[src/rtl/song_recorder_if.sv]
// Bus bundle between the song recorder and its controller/playback logic.
// The master drives record controls and the read index; the slave returns track data and status.
interface song_recorder_if #(
   parameter int ADDR_BITS   = 6,
   parameter int OCTAVE_BITS = 3,
   parameter int NOTE_BITS   = 3,
   parameter int LENGTH_BITS = 3,
   parameter int GAP_BITS    = 8
);
   logic                   en;
   logic                   start;
   logic                   stop;
   logic                   tick;
   logic                   note_valid;
   logic [OCTAVE_BITS-1:0] octave;
   logic [NOTE_BITS-1:0]   note;
   logic [LENGTH_BITS-1:0] length;
   logic [ADDR_BITS-1:0]   rd_addr;
   logic [OCTAVE_BITS-1:0] rd_octave;
   logic [NOTE_BITS-1:0]   rd_note;
   logic [LENGTH_BITS-1:0] rd_length;
   logic [GAP_BITS-1:0]    rd_gap;
   logic [ADDR_BITS:0]     track;
   logic [1:0]             state;
   logic                   full;
   logic                   overflow;

   modport master (
      output en, start, stop, tick, note_valid, octave, note, length, rd_addr,
      input  rd_octave, rd_note, rd_length, rd_gap, track, state, full, overflow
   );

   modport slave (
      input  en, start, stop, tick, note_valid, octave, note, length, rd_addr,
      output rd_octave, rd_note, rd_length, rd_gap, track, state, full, overflow
   );
endinterface

[src/rtl/song_recorder.sv]
// Free-play note recorder: captures struck notes plus inter-note tick gaps into a track
// buffer and exposes a combinational address-indexed read port for playback.
module song_recorder #(
   parameter int DEPTH       = 64,
   parameter int ADDR_BITS   = 6,
   parameter int OCTAVE_BITS = 3,
   parameter int NOTE_BITS   = 3,
   parameter int LENGTH_BITS = 3,
   parameter int GAP_BITS    = 8
) (
   input  logic              clk,
   input  logic              rst_n,
   song_recorder_if.slave    bus
);
   localparam int ENTRY_BITS = OCTAVE_BITS + NOTE_BITS + LENGTH_BITS + GAP_BITS;
   localparam logic [ADDR_BITS:0]  TRACK_FULL = ADDR_BITS'(0) + (ADDR_BITS+1)'(DEPTH);
   localparam logic [ADDR_BITS:0]  TRACK_LAST = (ADDR_BITS+1)'(DEPTH - 1);
   localparam logic [GAP_BITS-1:0] GAP_MAX    = '1;

   typedef enum logic [1:0] {
      S_IDLE   = 2'b00,
      S_ARMED  = 2'b01,
      S_RECORD = 2'b10,
      S_DONE   = 2'b11
   } state_t;

   state_t                 state_q, state_d;
   logic [ADDR_BITS:0]     track_q, track_d;
   logic [GAP_BITS-1:0]    gap_q, gap_d;
   logic                   overflow_q, overflow_d;
   logic                   full_q, full_d;
   logic                   wr_en;
   logic [GAP_BITS-1:0]    wr_gap;
   logic [ENTRY_BITS-1:0]  wr_data;

   // Track storage is deliberately left unreset so it maps onto plain RAM.
   logic [ENTRY_BITS-1:0]  mem [DEPTH];
   logic [ENTRY_BITS-1:0]  rd_entry;
   logic                   rd_hit;

   always_comb begin
      state_d    = state_q;
      track_d    = track_q;
      gap_d      = gap_q;
      overflow_d = overflow_q;
      wr_en      = 1'b0;
      wr_gap     = gap_q;

      if (!bus.en) begin
         state_d = S_IDLE;
         if (bus.note_valid && full_q) overflow_d = 1'b1;
      end else begin
         unique case (state_q)
            S_IDLE, S_DONE: begin
               if (bus.start) begin
                  state_d    = S_ARMED;
                  track_d    = '0;
                  overflow_d = 1'b0;
                  gap_d      = '0;
               end else if (bus.note_valid && full_q) begin
                  overflow_d = 1'b1;
               end
            end
            S_ARMED, S_RECORD: begin
               if (bus.note_valid && full_q) begin
                  overflow_d = 1'b1;
               end else if (bus.note_valid) begin
                  // A note beats a same-cycle tick: it takes the pre-tick gap.
                  wr_en   = 1'b1;
                  wr_gap  = (state_q == S_ARMED) ? '0 : gap_q;
                  track_d = track_q + 1'b1;
                  gap_d   = '0;
                  state_d = (bus.stop || track_q == TRACK_LAST) ? S_DONE : S_RECORD;
               end else if (bus.stop) begin
                  state_d = S_DONE;
               end else if (bus.tick && state_q == S_RECORD) begin
                  if (gap_q == GAP_MAX) state_d = S_DONE;
                  else                  gap_d   = gap_q + 1'b1;
               end
            end
            default: state_d = S_IDLE;
         endcase
      end

      full_d = (track_d == TRACK_FULL);
   end

   assign wr_data = {bus.octave, bus.note, bus.length, wr_gap};

   always_ff @(posedge clk or negedge rst_n) begin
      if (!rst_n) begin
         state_q    <= S_IDLE;
         track_q    <= '0;
         gap_q      <= '0;
         overflow_q <= 1'b0;
         full_q     <= 1'b0;
      end else begin
         state_q    <= state_d;
         track_q    <= track_d;
         gap_q      <= gap_d;
         overflow_q <= overflow_d;
         full_q     <= full_d;
      end
   end

   always_ff @(posedge clk) begin
      if (wr_en) mem[track_q[ADDR_BITS-1:0]] <= wr_data;
   end

   // Entries past the end of the take read as a rest so playback stops cleanly.
   assign rd_entry = mem[bus.rd_addr];
   assign rd_hit   = ({1'b0, bus.rd_addr} < track_q);

   assign bus.rd_octave = rd_hit ? rd_entry[ENTRY_BITS-1 -: OCTAVE_BITS] : '0;
   assign bus.rd_note   = rd_hit ? rd_entry[GAP_BITS+LENGTH_BITS +: NOTE_BITS] : '0;
   assign bus.rd_length = rd_hit ? rd_entry[GAP_BITS +: LENGTH_BITS] : '0;
   assign bus.rd_gap    = rd_hit ? rd_entry[GAP_BITS-1:0] : '0;

   assign bus.track    = track_q;
   assign bus.state    = state_q;
   assign bus.full     = full_q;
   assign bus.overflow = overflow_q;
endmodule

[src/flat_wrapper.sv]
// flat-port wrapper written by rule: the top's interface ports become plain ports
module song_recorder_flat 
#(
   parameter int DEPTH       = 64,
   parameter int ADDR_BITS   = 6,
   parameter int OCTAVE_BITS = 3,
   parameter int NOTE_BITS   = 3,
   parameter int LENGTH_BITS = 3,
   parameter int GAP_BITS    = 8
)
  (clk, rst_n, bus_en, bus_start, bus_stop, bus_tick, bus_note_valid, bus_octave, bus_note, bus_length, bus_rd_addr, bus_rd_octave, bus_rd_note, bus_rd_length, bus_rd_gap, bus_track, bus_state, bus_full, bus_overflow);
  song_recorder_if #(.ADDR_BITS(ADDR_BITS), .OCTAVE_BITS(OCTAVE_BITS), .NOTE_BITS(NOTE_BITS), .LENGTH_BITS(LENGTH_BITS), .GAP_BITS(GAP_BITS)) bus_i ();
  input  logic clk;
  input  logic rst_n;
  input wire logic [$bits(bus_i.en)-1:0] bus_en;
  input wire logic [$bits(bus_i.start)-1:0] bus_start;
  input wire logic [$bits(bus_i.stop)-1:0] bus_stop;
  input wire logic [$bits(bus_i.tick)-1:0] bus_tick;
  input wire logic [$bits(bus_i.note_valid)-1:0] bus_note_valid;
  input wire logic [$bits(bus_i.octave)-1:0] bus_octave;
  input wire logic [$bits(bus_i.note)-1:0] bus_note;
  input wire logic [$bits(bus_i.length)-1:0] bus_length;
  input wire logic [$bits(bus_i.rd_addr)-1:0] bus_rd_addr;
  output wire logic [$bits(bus_i.rd_octave)-1:0] bus_rd_octave;
  output wire logic [$bits(bus_i.rd_note)-1:0] bus_rd_note;
  output wire logic [$bits(bus_i.rd_length)-1:0] bus_rd_length;
  output wire logic [$bits(bus_i.rd_gap)-1:0] bus_rd_gap;
  output wire logic [$bits(bus_i.track)-1:0] bus_track;
  output wire logic [$bits(bus_i.state)-1:0] bus_state;
  output wire logic [$bits(bus_i.full)-1:0] bus_full;
  output wire logic [$bits(bus_i.overflow)-1:0] bus_overflow;
  assign bus_i.en = bus_en;
  assign bus_i.start = bus_start;
  assign bus_i.stop = bus_stop;
  assign bus_i.tick = bus_tick;
  assign bus_i.note_valid = bus_note_valid;
  assign bus_i.octave = bus_octave;
  assign bus_i.note = bus_note;
  assign bus_i.length = bus_length;
  assign bus_i.rd_addr = bus_rd_addr;
  assign bus_rd_octave = bus_i.rd_octave;
  assign bus_rd_note = bus_i.rd_note;
  assign bus_rd_length = bus_i.rd_length;
  assign bus_rd_gap = bus_i.rd_gap;
  assign bus_track = bus_i.track;
  assign bus_state = bus_i.state;
  assign bus_full = bus_i.full;
  assign bus_overflow = bus_i.overflow;
  song_recorder #(.DEPTH(DEPTH), .ADDR_BITS(ADDR_BITS), .OCTAVE_BITS(OCTAVE_BITS), .NOTE_BITS(NOTE_BITS), .LENGTH_BITS(LENGTH_BITS), .GAP_BITS(GAP_BITS)) u_core (.clk(clk), .rst_n(rst_n), .bus(bus_i));
endmodule
[config.mk]
export PLATFORM = sky130hd
export DESIGN_NAME = song_recorder_flat
export DESIGN_NICKNAME = d
export VERILOG_FILES = /design/src/rtl/song_recorder_if.sv /design/src/rtl/song_recorder.sv /design/src/flat_wrapper.sv
export SDC_FILE = /design/constraint.sdc
export NUM_CORES = 1
export LEC_CHECK = 0
export BUFFER_PORTS_ARGS = -buffer_cell sky130_fd_sc_hd__buf_2
export CAP_MARGIN = 40
export CORE_UTILIZATION = 55
export DETAILED_ROUTE_END_ITERATION = 12
export PLACE_DENSITY = 0.71
export SYNTH_ARGS = -nofsm -noshare
export SYNTH_HDL_FRONTEND = slang
export SYNTH_SLANG_ARGS = --single-unit
[constraint.sdc]
create_clock -name clk -period 5.3 [get_ports clk]
set_input_delay 1.59 -clock clk [delete_from_list [all_inputs] [get_ports clk]]
set_output_delay 1.59 -clock clk [all_outputs]
set_load 0.03 [all_outputs]
==> results.md, run 1 <==
* Power density cells at 379 nW/µm²
* #FFs+latches synth at 1,107
* Initial Util at 55.5%
* Clock Sinks at 1,107
* Via Count at 21,873
* Commonest cells after routing, fill and taps aside: 1,088 x edfxtp_1, 272 x mux4_2, 193 x buf_4
* Clk buf depth at 3
* Num ports at 50
* Pins Over Slew Limit at 0
* Failing checks: setup timing
* Worst slew pin tran at 0.884 ns
* Most common cell after layout, fill and taps aside: edfxtp_1
* Fmax at 188 MHz
* Max cap viols at 0
* Syn_nets at 2,039
* Post-synthesis cell type count at 57
* Global-route wire length before repair at 150 mm
* Die area at 79,400 µm²
* Final hold vios at 0
* H-Tree Depth at 3
* WL final at 105 mm
* ANT nets after route at 0
* # fillers at 4,981
* Min-Delay Path Class: reg2reg
* Final worst slack at -0.0130 ns
* Post-synth EDFFs at 1,088
* Hpwl dp at 63.5 mm
* Clk slew on worst S/H paths at 0.06 ns
* Die extent in y at 282 µm
* Post-Syn Instances at 2,008
* Arr. time, crit path at 3.72 ns
* Sequential element share of the synthesized area at 77.0%
* Rel. slew slack at 41.1%
* Asr flop ratio synth at 1.72%
* Iter 0 DRT Violations at 2,499
* Synth Area per Inst at 21.4 µm²
* Total grt overflow at 0
* Num rows at 102
* Prevailing post-synth register cell: edfxtp_1
* Crit path time final at 5.31 ns
* Max VDD drop at 0.306 mV
* Vias in the first global route at 21,991
* RePlAce Congestion at 0.919
* Core area at 77,500 µm²
* Port buffer count at 49
* Die width at 282 µm
* Layout cells sized above 1 at 33.5%
* Post-layout nets at 2,320
* Largest net degree at the start of global routing at 67
* Worst-path fanout max at 7
* Pre-antenna DRT Iters at 6
* Period utilization at 100%
* Critical Path End Type: output port
* Total track usage at 26.9%
* Startpoint Class: primary input
* Placed cell count at 3,208
* Initial antenna violation count at 0
* Non-filler instance count after layout at 3,424
* P&R area growth vs syn at 16.8%
* Final setup viols at 1
* Synth warnings at 0
* P_leak at 16.7 nW
* Post-route DRC at 0
* CTS tree: done
* Clk root buf: clkbuf_16
* Finished Core Util at 64.9%
* Clock latency at the later pin of the worst-skew pair at 0.68 ns
* WP data required at 3.71 ns
* Vias per cell at 6.39
* CTS Buf Count at 108
* CTS Hold Bufs at 0
* Final Skew at 0.0245 ns
* Run status: complete, but fails checks
* RSZ-0062 raised after global routing: true
* WL per Instance at 30.8 µm
* Post-Syn Area at 43,000 µm²
* Crit Path Class: in2out
-- registers in the layout, summed over array words and instances, names as in the netlist --
| register | cells |
|---|---|
| u_core.gap_q | 8 |
| u_core.bus.overflow | 1 |
| u_core.bus.track | 7 |
| u_core.mem | 1088 |
| u_core.bus.state | 2 |
| u_core.bus.full | 1 |
-- cell families (layout without fill, tap and decap cells) --
logic type / after synthesis / after routing / synth area share [%]
muxes: 334 / 334 / 15.7
DFF: 1107 / 1107 / 77.0
and+or+nand+nor: 311 / 311 / 3.47
other: 0 / 1 / 0
AOI/OAI and AO/OA: 120 / 120 / 2.17
buffers and inverters: 122 / 497 / 1.22
xor gates and xnor gates: 5 / 5 / 0.102
adders and majority gates: 9 / 9 / 0.262
-- metal layers --
metal	GRT usage, %	wire length [µm]	up-vias
met4	8.49	3130	0
met5	0	0	-
met2	42.4	50200	1173
met3	7.12	10900	187
li1	-	-	9003
met1	37.2	41100	11510
-- final timing paths --
path                                                 startpoint  cells past startpoint  slack, ns                            end
worst max-delay path                             bus_rd_addr[0]                      9      -0.01               bus_rd_octave[0]
worst min-delay path              u_core.bus.overflow$_DFF_PN0_                      2       0.53  u_core.bus.overflow$_DFF_PN0_
worst max register to register  u_core.bus.state[0]$_DFFE_PN0P_                      7       1.83    u_core.mem[46][1]$_DFFE_PP_
worst min register to register    u_core.bus.overflow$_DFF_PN0_                      2       0.53  u_core.bus.overflow$_DFF_PN0_
max in group asynchronous                                 rst_n                      1       4.12    u_core.gap_q[3]$_DFFE_PN0P_
min in group asynchronous                                 rst_n                      1       0.86  u_core.bus.overflow$_DFF_PN0_
-- stage by stage --
| stage | hold slack, ns | area (µm²) | total power, W | worst slack [ns] | TNS, ns |
|---|---|---|---|---|---|
| after floorplan | 0.530 | 43000 | 0.0105 | 0.158 | 0 |
| after global placement | 0.520 | 46200 | 0.0111 | -0.0591 | -0.0673 |
| after detailed placement | 0.522 | 46200 | 0.0111 | -0.0872 | -0.149 |
| after CTS | 0.533 | 50000 | 0.0191 | 0.000679 | 0 |
| after global routing | 0.555 | 50300 | 0.0196 | -0.00249 | -0.00249 |
| final | 0.529 | 50300 | 0.0191 | -0.0130 | -0.0130 |
-- report_power, final --
group	internal (W)	switching [W]	total, W
Sequential	0.00961	0.0000489	0.00966
Combinational	0.000501	0.000844	0.00135
Clock	0.00478	0.00328	0.00806
Total	0.0149	0.00417	0.0191
-- Yosys cell counts, drive strengths merged, types with 5 or more instances --
cell type  instances  area, µm²
mux4             272       6130
nand4             17        106
nand3b            14        105
and2              12       75.1
buf               52        260
mux2              24        270
nand2            105        394
nand3             41        210
mux2i             38        380
nor2b              5       31.3
inv               12       45.0
ha                 9        113
a32oi              5       43.8
edfxtp          1088      32700
dfrtp             19        475
nor2              82        308
o2111ai           25        236
nand2b            12       75.1
a31oi             10       62.6
o22ai             10       62.6
a22oi             48        360
clkbuf            58        218
-- critical path, cell delays in order --
cell and delay (ns):
buf_16 0.18, buf_4 0.21, mux4_2 0.50, a22oi_1 0.22, buf_4 0.17, nand2_1 0.15
nand3b_1 0.14, nand4_1 0.25, clkbuf_4 0.28
-- cell type report --
class,instances,area [µm²],share of cell area (%)
Timing Repair Buffer,281,2500,4.97
Inverter,12,45.0,0.0896
Antenna cell,1,2.50,0.00498
Multi-Input combinational cell,779,9500,18.9
Clock buffer,126,2800,5.57
Tap cell,1040,1300,2.59
Clock inverter,78,973,1.94
Sequential cell,1107,33100,65.9
-- what timing repair did --
action | CTS | global route
endpoints found under the setup margin | 4 | 14
pin swaps | 0 | 7
setup buffers | 0 | 7
gates resized for setup | 5 | 38
gates cloned | 0 | 4
(Power assumes the default switching activity.)
==> inputs of run 2 (changes only) <==
--- a/config.mk
+++ b/config.mk
@@ -7,9 +7,9 @@
 export LEC_CHECK = 0
 export BUFFER_PORTS_ARGS = -buffer_cell sky130_fd_sc_hd__buf_2
 export CAP_MARGIN = 40
-export CORE_UTILIZATION = 55
+export CORE_UTILIZATION = 60
 export DETAILED_ROUTE_END_ITERATION = 12
-export PLACE_DENSITY = 0.71
+export PLACE_DENSITY = 0.76
 export SYNTH_ARGS = -nofsm -noshare
 export SYNTH_HDL_FRONTEND = slang
 export SYNTH_SLANG_ARGS = --single-unit
==> results.md, run 2 (synthesized netlist as in run 1, its figures left out) <==
* Run status: finished clean
* Max VDD drop at 0.263 mV
* CTS tree: done
* Total grt overflow at 0
* Clock latency at the later pin of the worst-skew pair at 0.66 ns
* Via Count at 22,331
* Rel. slew slack at 41.5%
* Initial antenna violation count at 0
* Die width at 270 µm
* Post-route DRC at 0
* Final setup viols at 0
* Ordered list of cells on the worst path: buf_2, ha_1, a21o_1, a21o_1, buf_4, a221oi_4, buf_12, nand4_1, nand2_1, buf_2
* Finished Core Util at 70.8%
* Crit path time final at 5.29 ns
* Vias in the first global route at 22,260
* Max cap viols at 0
* CP max-delay cell: a221oi_4
* Die area at 72,800 µm²
* Pins Over Slew Limit at 0
* Fmax at 189 MHz
* Clk buf depth at 3
* Total track usage at 29.2%
* Arr. time, crit path at 3.70 ns
* Startpoint Class: primary input
* Initial Util at 61.0%
* Clk slew on worst S/H paths at 0.06 ns
* WL per Instance at 32.0 µm
* Final Skew at 0.0294 ns
* Worst-path fanout max at 29
* WP data required at 3.71 ns
* Port buffer count at 49
* Global-route wire length before repair at 152 mm
* RePlAce Congestion at 0.918
* Commonest cells after routing, fill and taps aside: 1,088 x edfxtp_1, 272 x mux4_2, 191 x buf_4
* Power density cells at 366 nW/µm²
* Clock Sinks at 1,107
* Min-Delay Path Class: reg2reg
* Die extent in y at 270 µm
* P&R area growth vs syn at 16.0%
* Critical Path Max Stage Delay at 0.33 ns
* Core area at 70,500 µm²
* CP Buf/Inv Count at 4
* P_leak at 16.6 nW
* Design Power at 0.0183 W
* Vias per cell at 6.73
* Hpwl dp at 62.3 mm
* Crit Path Class: in2out
* Period utilization at 99.9%
* Worst slew pin tran at 0.875 ns
* Layout cells sized above 1 at 32.9%
* Pre-antenna DRT Iters at 6
* # fillers at 3,967
* CTS Hold Bufs at 0
* Final hold vios at 0
* Post-layout nets at 2,318
* Critical Path End Type: output port
* Num rows at 97
* H-Tree Depth at 3
* Max reg flops at 1,088
* CTS Buf Count at 106
* ANT nets after route at 0
* Clk root buf: clkbuf_16
* Most common cell after layout, fill and taps aside: edfxtp_1
* Largest net degree at the start of global routing at 74
* WL final at 106 mm
* Num ports at 50
* Antenna fix cells at 0
* Iter 0 DRT Violations at 3,163
* Largest delay contributor family on the critical path: buffers and inverters
* RSZ-0062 raised after global routing: true
run 2: cell count changes in the layout (fill, tap and decap cells not counted), sizes merged:
cell / before / now
inv: 15 / 13
clkinvlp: 5 / 2
clkinv: 50 / 51
clkbuf: 134 / 142
buf: 273 / 274
diode: 1 / 0
bufinv: 20 / 6
bufbuf: 0 / 2
run 2: power by group:
group	leakage (nW)	switching, W	total, W	internal (W)
clock	1.62	0.00313	0.00722	0.00408
sequential	10.4	0.0000446	0.00966	0.00961
combinational	4.59	0.000862	0.00139	0.000530
total	16.6	0.00404	0.0183	0.0142
run 2: repair_timing:
item,CTS,global route
pin swaps,6,11
setup buffers,3,5
gates cloned,2,4
resized for setup,20,28
endpoints found under the setup margin,16,13
run 2: layout make-up:
class,instances,area (µm²),share of cell area (%)
well taps,940,1180,2.36
clock buffers,137,2860,5.73
clock inverters,60,440,0.882
multi-input cells,779,9590,19.2
repair buffers,281,2660,5.33
inverters,12,45.0,0.0902
flip-flops and latches,1107,33100,66.4
run 2: worst min-delay path: cells and delay by family (launching register included):
family          cells  cell delay (ns)
buf+inv             1             0.05
flops               1             0.38
compound gates      1             0.07
run 2: worst paths after layout:
path	slack [ns]	depth (start not counted)	start	to
setup reg to reg	1.80	7	u_core.bus.state[0]$_DFFE_PN0P_	u_core.mem[54][14]$_DFFE_PP_
max in group asynchronous	4.11	1	rst_n	u_core.gap_q[3]$_DFFE_PN0P_
min in group asynchronous	0.87	1	rst_n	u_core.bus.track[1]$_DFF_PN0_
hold / removal	0.54	2	u_core.bus.overflow$_DFF_PN0_	u_core.bus.overflow$_DFF_PN0_
hold reg to reg	0.54	2	u_core.bus.overflow$_DFF_PN0_	u_core.bus.overflow$_DFF_PN0_
setup / recovery	0.008	10	bus_rd_addr[4]	bus_rd_gap[4]
run 2: metrics by stage:
step                hold WS (ns)  TNS [ns]  area, µm²  std cells  setup WS, ns
floorplan                  0.530         0      43000       2008         0.158
global placement           0.526     -1.30      46100       3101        -0.242
detailed placement         0.532     -1.46      46200       3105        -0.236
CTS                        0.552   -0.0233      49700       3307       -0.0171
global route               0.579    -0.181      49900       3316       -0.0403
finish                     0.544         0      49900       3316       0.00756
run 2: metal layers:
layer | wire (µm) | global-route usage, % | vias to the layer above
met5 | 0 | 0 | -
met4 | 2660 | 8.75 | 0
met3 | 11300 | 5.91 | 143
met2 | 51600 | 45.8 | 1483
met1 | 40600 | 42.2 | 11734
li1 | - | - | 8971
==> inputs of run 3 (changes only) <==
--- a/config.mk
+++ b/config.mk
@@ -8,6 +8,7 @@
 export BUFFER_PORTS_ARGS = -buffer_cell sky130_fd_sc_hd__buf_2
 export CAP_MARGIN = 40
 export CORE_UTILIZATION = 60
+export CTS_BUF_LIST = sky130_fd_sc_hd__clkbuf_8 sky130_fd_sc_hd__clkbuf_16
 export DETAILED_ROUTE_END_ITERATION = 12
 export PLACE_DENSITY = 0.76
 export SYNTH_ARGS = -nofsm -noshare
==> constraint.sdc (replaced) <==
create_clock -name clk -period 5.83 [get_ports clk]
set_input_delay 1.749 -clock clk [delete_from_list [all_inputs] [get_ports clk]]
set_output_delay 1.749 -clock clk [all_outputs]
set_load 0.03 [all_outputs]
==> results.md, run 3 (synthesized netlist as in run 1, its figures left out) <==
* Run status: complete, but fails checks
* Failing checks: setup timing
* ANT nets after route at 0
* Power density cells at 342 nW/µm²
* Hold wc startpoint: u_core.bus.overflow$_DFF_PN0_
* Total grt overflow at 0
* WP data required at 4.08 ns
* Crit path time final at 5.84 ns
* Layout cells sized above 1 at 32.7%
* H-Tree Depth at 3
* Min-Delay Path Class: reg2reg
* Crit Path Class: in2out
* Largest net degree at the start of global routing at 65
* Arr. time, crit path at 4.09 ns
* Final setup viols at 3
* Reg2Reg Setup Slack at 1.94 ns
* TNS Setup at -0.0134 ns
* Pre-antenna DRT Iters at 6
* Worst-path fanout max at 22
* Global-route wire length before repair at 154 mm
* Initial antenna violation count at 5
* Setup crit start: bus_rd_addr[0]
* Vias per cell at 6.73
* Max reg flops at 1,088
* Finished Core Util at 70.6%
* Die extent in y at 270 µm
* Post-route DRC at 0
* Hpwl dp at 61.1 mm
* Most common cell after layout, fill and taps aside: edfxtp_1
* Critical Path End Type: output port
* CTS tree: done
* Clock Sinks at 1,107
* Final hold vios at 0
* WL per Instance at 32.4 µm
* Clk slew on worst S/H paths at 0.06 ns
* Clk buf depth at 3
* WL final at 107 mm
* Clk root buf: clkbuf_16
* Num ports at 50
* Design Power at 0.0170 W
* Initial Util at 61.0%
* Non-filler instance count after layout at 3,293
* Total track usage at 29.8%
* Post-route cell area at 49,800 µm²
* Via Count at 22,151
* Pins Over Slew Limit at 0
* Clock latency at the later pin of the worst-skew pair at 0.67 ns
* CTS Hold Bufs at 0
* Max cap viols at 0
* Post-layout nets at 2,290
* CTS Buf Count at 106
* RePlAce Congestion at 0.919
* P&R area growth vs syn at 15.8%
* Fmax at 171 MHz
* # fillers at 4,003
* Num rows at 97
* Final worst slack at -0.0104 ns
* Die width at 270 µm
* Port buffer count at 49
* Rel. slew slack at 41.3%
* Worst slew pin tran at 0.881 ns
* Reg-to-reg startpoint: u_core.bus.state[0]$_DFFE_PN0P_
* Core area at 70,500 µm²
* Final Skew at 0.0237 ns
* Die area at 72,800 µm²
* Commonest cells after routing, fill and taps aside: 1,088 x edfxtp_1, 272 x mux4_2, 175 x buf_4
* Iter 0 DRT Violations at 3,466
* Vias in the first global route at 22,486
* Post-Place Cell Area at 45,900 µm²
* P_leak at 16.6 nW
* Period utilization at 100%
* Startpoint Class: primary input
* Max VDD drop at 0.336 mV
* Placed cell count at 3,083
==> run 3: cell count changes in the layout (fill, tap and decap cells not counted), sizes merged <==
cell | before | now
clkinv | 51 | 47
clkinvlp | 2 | 8
clkbuf | 142 | 114
bufinv | 6 | 15
bufbuf | 2 | 1
diode | 0 | 1
inv | 13 | 33
buf | 274 | 248
==> run 3: repair_timing <==
item | 4_1_cts | 5_1_grt
setup endpoints to repair | 10 | 13
buffers inserted | 0 | 5
gates cloned | 1 | 2
pin swaps | 8 | 9
gates resized for setup | 16 | 26
==> run 3: final cells by class <==
| type | count | area, µm² | share of cell area, % |
|---|---|---|---|
| clock inverter | 91 | 851 | 1.71 |
| antenna | 1 | 2.50 | 0.00502 |
| sequential | 1107 | 33100 | 66.5 |
| multi-input combinational | 779 | 9580 | 19.2 |
| inverter | 12 | 45.0 | 0.0904 |
| timing repair buffer | 253 | 2290 | 4.60 |
| clock buffer | 110 | 2730 | 5.48 |
| tap | 940 | 1180 | 2.36 |
==> run 3: critical path: stages <==
cell and delay (ns):
buf_12 0.15, buf_12 0.20, nand2b_4 0.16, a211o_4 0.40, a221oi_4 0.42, buf_4 0.20, clkbuf_16 0.17, o2111ai_1 0.16
nand4_1 0.24, buf_6 0.17
==> run 3: through the flow <==
stage,hold WS [ns],setup slack (ns)
floorplan,0.530,0.370
global placement,0.519,-0.117
detailed placement,0.528,-0.176
CTS,0.544,-0.0200
global route,0.572,-0.0382
finish,0.537,-0.0104
==> run 3: worst paths after layout <==
| check | to | cells past startpoint |
|---|---|---|
| min in group asynchronous | u_core.bus.overflow$_DFF_PN0_ | 1 |
| worst min register to register | u_core.bus.overflow$_DFF_PN0_ | 2 |
| worst min-delay path | u_core.bus.overflow$_DFF_PN0_ | 2 |
| worst max-delay path | bus_rd_note[0] | 10 |
| worst max register to register | u_core.mem[61][0]$_DFFE_PP_ | 7 |
| max in group asynchronous | u_core.gap_q[5]$_DFFE_PN0P_ | 1 |
==> run 3: layer usage <==
layer | vias up | track usage [%] | wire, µm
li1 | 8935 | - | -
met1 | 11449 | 40.1 | 38700
met4 | 6 | 10.6 | 4010
met5 | - | 0 | 35
met3 | 230 | 10.4 | 13800
met2 | 1531 | 45.6 | 50300
==> run 3: power breakdown <==
part	internal (W)	switching, W
Combinational	0.000449	0.000786
Sequential	0.00874	0.0000396
Clock	0.00407	0.00294
Total	0.0133	0.00376
